--- config.mk ---
export PLATFORM = sky130hd
export DESIGN_NAME = serial_alu_sequencer
export DESIGN_NICKNAME = d
export VERILOG_FILES = /design/src/rtl/serial_alu_sequencer.sv
export SDC_FILE = /design/constraint.sdc
export NUM_CORES = 1
export LEC_CHECK = 0
export CORE_MARGIN = 2
export CORE_UTILIZATION = 48
export CTS_CLUSTER_DIAMETER = 120
export DETAILED_ROUTE_END_ITERATION = 8
export PLACE_DENSITY = 0.76
export SYNTH_ARGS = -nofsm -noshare
export SYNTH_HDL_FRONTEND = slang
export SYNTH_SLANG_ARGS = --single-unit
--- constraint.sdc ---
create_clock -name clk -period 4 [get_ports clk]
set_input_delay 1 -clock clk [delete_from_list [all_inputs] [get_ports clk]]
set_output_delay 1 -clock clk [all_outputs]
set_load 0.02 [all_outputs]
--- src/rtl/serial_alu_sequencer.sv ---
// Bit-serial ALU stage: scans dst (port 1) and src (port 2) NSHIFT bits per cycle, LSB first,
// writes the result back through port 1 and keeps {V,S,C,Z} flags for special-register reads.
module serial_alu_sequencer #(
  parameter int REG_BITS = 8,
  parameter int NSHIFT   = 2,
  parameter int LOG2_NR  = 4
) (
  input  logic               clk,
  input  logic               reset,
  input  logic               req_valid,
  output logic               req_ready,
  input  logic [2:0]         op,
  input  logic               wide,
  input  logic [LOG2_NR-1:0] dst,
  input  logic [LOG2_NR-1:0] src,
  output logic [2:0]         bit_index,
  output logic [LOG2_NR-1:0] reg_index,
  output logic [LOG2_NR-1:0] reg_index2,
  output logic               do_scan,
  output logic               do_scan2,
  output logic [NSHIFT-1:0]  scan_in,
  output logic [NSHIFT-1:0]  scan_in2,
  input  logic [NSHIFT-1:0]  scan_out,
  input  logic [NSHIFT-1:0]  scan_out2,
  output logic [3:0]         flags,
  output logic               done
);

  localparam int STEPS = REG_BITS / NSHIFT;
  localparam int HALF_BIT = $clog2(STEPS);
  localparam logic [2:0] LAST_NARROW = 3'(STEPS - 1);
  localparam logic [2:0] LAST_WIDE = 3'(2 * STEPS - 1);

  typedef enum logic [1:0] {IDLE, RUN, DONE} state_t;
  typedef enum logic [2:0] {
    OP_MOV = 3'd0, OP_ADD = 3'd1, OP_ADC = 3'd2, OP_SUB = 3'd3,
    OP_CMP = 3'd4, OP_AND = 3'd5, OP_OR = 3'd6, OP_XOR = 3'd7
  } op_t;

  state_t state, state_nx;
  logic [2:0] k;
  op_t op_q;
  logic wide_q;
  logic [LOG2_NR-1:0] dst_q, src_q;
  logic carry_q, zacc_q;
  logic [3:0] flags_q, flags_nx;

  logic last_step, is_sub, is_logic, cin, cout, c_msb, z_now;
  logic [NSHIFT-1:0] b_eff, sum, result, low;
  logic [NSHIFT:0] full;

  assign last_step = (k == (wide_q ? LAST_WIDE : LAST_NARROW));

  always_ff @(posedge clk or posedge reset) begin
    if (reset) state <= IDLE;
    else       state <= state_nx;
  end

  always_comb begin
    state_nx  = state;
    req_ready = 1'b0;
    do_scan   = 1'b0;
    done      = 1'b0;
    case (state)
      IDLE: begin
        req_ready = 1'b1;
        if (req_valid) state_nx = RUN;
      end
      RUN: begin
        do_scan = 1'b1;
        if (last_step) state_nx = DONE;
      end
      DONE: begin
        done     = 1'b1;
        state_nx = IDLE;
      end
      default: state_nx = IDLE;
    endcase
  end

  assign do_scan2 = do_scan;
  assign bit_index = k;
  assign reg_index = wide_q ? {dst_q[LOG2_NR-1:1], k[HALF_BIT]} : dst_q;
  assign reg_index2 = wide_q ? {src_q[LOG2_NR-1:1], k[HALF_BIT]} : src_q;
  assign scan_in2 = scan_out2;
  assign flags = flags_q;

  // One NSHIFT-bit slice of a + b' + c; the narrower add exposes the carry into the slice MSB for V.
  always_comb begin
    is_sub   = (op_q == OP_SUB) || (op_q == OP_CMP);
    is_logic = (op_q == OP_AND) || (op_q == OP_OR) || (op_q == OP_XOR);
    b_eff    = is_sub ? ~scan_out2 : scan_out2;
    if (k == 3'd0) cin = (op_q == OP_ADC) ? flags_q[1] : is_sub;
    else           cin = carry_q;
    full  = {1'b0, scan_out} + {1'b0, b_eff} + {{NSHIFT{1'b0}}, cin};
    sum   = full[NSHIFT-1:0];
    cout  = full[NSHIFT];
    low   = {1'b0, scan_out[NSHIFT-2:0]} + {1'b0, b_eff[NSHIFT-2:0]} + {{(NSHIFT-1){1'b0}}, cin};
    c_msb = low[NSHIFT-1];
    case (op_q)
      OP_MOV:  result = scan_out2;
      OP_AND:  result = scan_out & scan_out2;
      OP_OR:   result = scan_out | scan_out2;
      OP_XOR:  result = scan_out ^ scan_out2;
      default: result = sum;
    endcase
    z_now = ((k == 3'd0) ? 1'b1 : zacc_q) & (result == '0);
    if (is_logic) flags_nx = {1'b0, result[NSHIFT-1], 1'b0, z_now};
    else          flags_nx = {c_msb ^ cout, result[NSHIFT-1], cout, z_now};
    if (state != RUN)        scan_in = '0;
    else if (op_q == OP_CMP) scan_in = scan_out;
    else                     scan_in = result;
  end

  always_ff @(posedge clk or posedge reset) begin
    if (reset) begin
      k       <= 3'd0;
      op_q    <= OP_MOV;
      wide_q  <= 1'b0;
      dst_q   <= '0;
      src_q   <= '0;
      carry_q <= 1'b0;
      zacc_q  <= 1'b1;
      flags_q <= 4'b0000;
    end else begin
      if (req_valid && req_ready) begin
        op_q   <= op_t'(op);
        wide_q <= wide;
        dst_q  <= dst;
        src_q  <= src;
        k      <= 3'd0;
      end
      if (state == RUN) begin
        k       <= last_step ? 3'd0 : k + 3'd1;
        carry_q <= cout;
        zacc_q  <= z_now;
        if (last_step && op_q != OP_MOV) flags_q <= flags_nx;
      end
    end
  end

endmodule

==> results of run 1 <==
layout by cell type (no fill, tap or decap), drive strengths merged, types with 4 or more instances in the layout:
cell type / synthesis / routed
o21ai: 16 / 16
nand2: 19 / 19
a21oi: 7 / 7
inv: 12 / 12
nand3: 6 / 6
xnor2: 4 / 4
nor2: 6 / 6
buf: 14 / 16
ha: 6 / 6
nor3: 4 / 4
dfrtp: 22 / 22
clkbuf: 2 / 4
nor2b: 4 / 4
mux2: 9 / 9
clkdlybuf4s50: 0 / 38
power by group through the flow:
stage               registers [mW]  clock network (mW)  logic (mW)
floorplan                    0.443                   0       0.821
global placement             0.443                   0        1.18
detailed placement           0.452                   0        1.22
CTS                          0.445               0.107        1.20
global route                 0.465               0.115        1.32
finish                       0.446               0.104        1.21
repair_timing:
action | in CTS | in global routing
hold buffers | 0 | 0
pin swaps | 1 | 0
setup endpoints to repair | 2 | 2
resized for setup | 8 | 3
hold endpoints to repair | 0 | 0
gates cloned | 0 | 0
flip-flops by register name (all words and copies together), names as in the netlist:
register	flops
dst_q	4
flags	4
src_q	4
bit_index	3
op_q	3
state	2
carry_q	1
wide_q	1
zacc_q	1
stage by stage:
stage | area, um2 | utilization | setup TNS (ps) | worst slack (ps)
2_1_floorplan | 1540 | - | 0 | 571
3_3_place_gp | 1980 | 0.649 | -602 | -304
3_5_place_dp | 1980 | 0.649 | -741 | -400
4_1_cts | 2000 | 0.654 | 0 | 28.4
5_1_grt | 2010 | 0.658 | -21.8 | -21.8
6_report | 2010 | 0.658 | 0 | 76.2
cells in the mapped netlist, drive strengths merged:
library cell,instances,area (um2)
o21ai,16,80.1
clkinv,1,3.75
nand3,6,35.0
buf,14,113
xor2,1,8.76
mux2i,1,10.0
ha,6,75.1
or2,1,6.26
and2,1,6.26
o22ai,1,12.5
fa,2,40.0
nand2b,2,20.0
o31ai,2,15.0
a21oi,7,38.8
a31oi,1,6.26
xnor2,4,42.6
o221ai,1,8.76
o311a,1,10.0
o2bb2ai,1,8.76
inv,12,45.0
o21bai,1,7.51
clkbuf,2,17.5
a32o,2,20.0
dfstp,1,26.3
nor3,4,30.0
and3b,1,8.76
nor3b,2,15.0
maj3,1,10.0
dfrtp,22,551
nor2,6,25.0
nand2,19,71.3
nand3b,1,7.51
mux2,9,101
nor2b,4,40.0
or2b,1,7.51
and2b,2,16.3
metal layers:
metal | global-route usage | wire length, um | share of wire | vias up
li1 | - | - | - | 615
met1 | 0.269 | 1440 | 0.44 | 588
met2 | 0.352 | 1640 | 0.50 | 36
met3 | 0.0277 | 162 | 0.049 | 6
met4 | 0.0714 | 29 | 0.0089 | 0
met5 | 0 | 0 | 0 | -
kinds of logic (layout without fill, tap and decap cells):
kind of cell | count (synthesis) | count (layout) | synth area share
AND/OR/NAND/NOR | 50 | 50 | 0.188
XOR/XNOR | 5 | 5 | 0.0333
multiplexers | 10 | 10 | 0.0723
buffers and inverters | 29 | 72 | 0.116
flip-flops | 23 | 23 | 0.374
adder cells (fa/ha/maj) | 9 | 9 | 0.0812
AO/OA/AOI/OAI | 33 | 33 | 0.135
worst max path at each step:
stage	from	endpoint	slack [ps]	cells past startpoint
floorplan	scan_out2[0]	scan_in[1]	570	6
global placement	scan_out2[0]	scan_in[1]	-300	8
detailed placement	scan_out2[0]	scan_in[0]	-400	8
CTS	scan_out2[0]	scan_in[1]	30	8
global route	scan_out[0]	scan_in[1]	-20	8
finish	scan_out[0]	scan_in[1]	80	8
worst max-delay path, stage by stage:
cell	delay, ps
clkdlybuf4s50_1	480
inv_1	80
fa_1	440
inv_1	80
fa_1	430
o21ai_0	170
a21oi_1	90
buf_2	160
cell type report:
| class | instances | area (um2) | area share |
|---|---|---|---|
| clock buffer | 4 | 26.3 | 0.0131 |
| sequential | 23 | 577 | 0.287 |
| timing repair buffer | 55 | 508 | 0.253 |
| tap | 44 | 55.1 | 0.0274 |
| multi-input combinational | 107 | 795 | 0.395 |
| inverter | 13 | 48.8 | 0.0243 |
==> flow_summary.json, run 1 <==
{
  "r2r_start": "op_q[1]",
  "port_buffers": 41,
  "grt_usage": 0.206,
  "leakagePower_nw": 0.891,
  "hold_violations": 0,
  "dp_cells": 242,
  "power_mw": 1.76,
  "dieArea_mm2": 0.00368,
  "max-clock-path-buffers": 2,
  "path_class": "input port to output pin",
  "startpoint_type": "input port",
  "period_needed_ps": 3920,
  "clkLatencyLatePin_ps": 300,
  "cts_buffers": 3,
  "drive_gt1_frac": 0.203,
  "power_density_mw_per_mm2": 874,
  "status": "complete, no violations",
  "place_congestion": 0.870,
  "grt_pass1_wl_um": 5630,
  "worstReg2RegEnd": "flags[0]",
  "r2r_slack_ps": 1160,
  "avgSynthCellArea_um2": 9.69,
  "nets": 230,
  "slew_headroom": 0.441,
  "worst_pin_slew_ps": 838,
  "clkPwrFrac": 0.059,
  "skew_ps": 7.23,
  "insertedDiodeCount": 0,
  "stdcell_count": 246,
  "cts-root-buf": "clkbuf_4",
  "syn_area_mm2": 0.00154,
  "grt_setup_unrepaired": "yes",
  "min_path_type": "flop to flop",
  "die_h_um": 60.6,
  "setup_viol": 0,
  "synth_cell_types": 47,
  "synth_seq_area_share": 0.374,
  "synth_cells": 159,
  "dr.first_iter.drc_count": 32,
  "antenna_found_initial": 0,
  "cts_tree": "yes",
  "fmax_mhz": 255,
  "min_to": "carry_q",
  "io_pins": 42,
  "combPwrFrac": 0.687,
  "cts.sinks": 23,
  "holdWs_ps": 490,
  "ys_ff_latch": 23,
  "hold_depth": 2,
  "p_seq_frac": 0.254,
  "post_drt_wl_per_cell_um": 13.3,
  "cp.required_ps": 3000,
  "switching_share": 0.449,
  "grt_max_degree": 24,
  "initial_utilization": 0.505,
  "drt-vias-per-instance": 5.06,
  "maxSlewViolCount": 0,
  "ant_nets": 0,
  "htreeDepth": 1,
  "p_int_mw": 0.967,
  "drcViolationCount": 0,
  "fin_crit_sh": 0.981,
  "crit_path_max_fanout": 2,
  "die_w_um": 60.6,
  "end_kind": "output pin",
  "core_mm2": 0.00305,
  "cp.arrival_ps": 2920,
  "ir_worst_vdd_mv": 0.463,
  "num_vias": 1245,
  "clkTransAtPathRegs_ps": 110,
  "dp_hpwl_um": 2590,
  "min-delay-start": "carry_q",
  "globalRouteOverflowTotal": 0,
  "yosys_warnings": 0,
  "postRouteWirelength_um": 3280,
  "grt_pass1_vias": 1257,
  "p_switching_mw": 0.789,
  "drtPass1Iterations": 4,
  "reg2reg_depth": 11,
  "cap_violations": 0,
  "synthesis.nets": 186,
  "area_growth_pct": 30.5,
  "nFillCells": 262,
  "rows": 20,
  "cts_setup_buffers": 0
}
Note: power is estimated with default switching activity, not from simulation.
==> run 2, diff against run 1 <==
TNS_END_PERCENT = 100   (was not set)
==> results of run 2 <==
The final DEF is identical to that of run 1; final timing and power are the same.
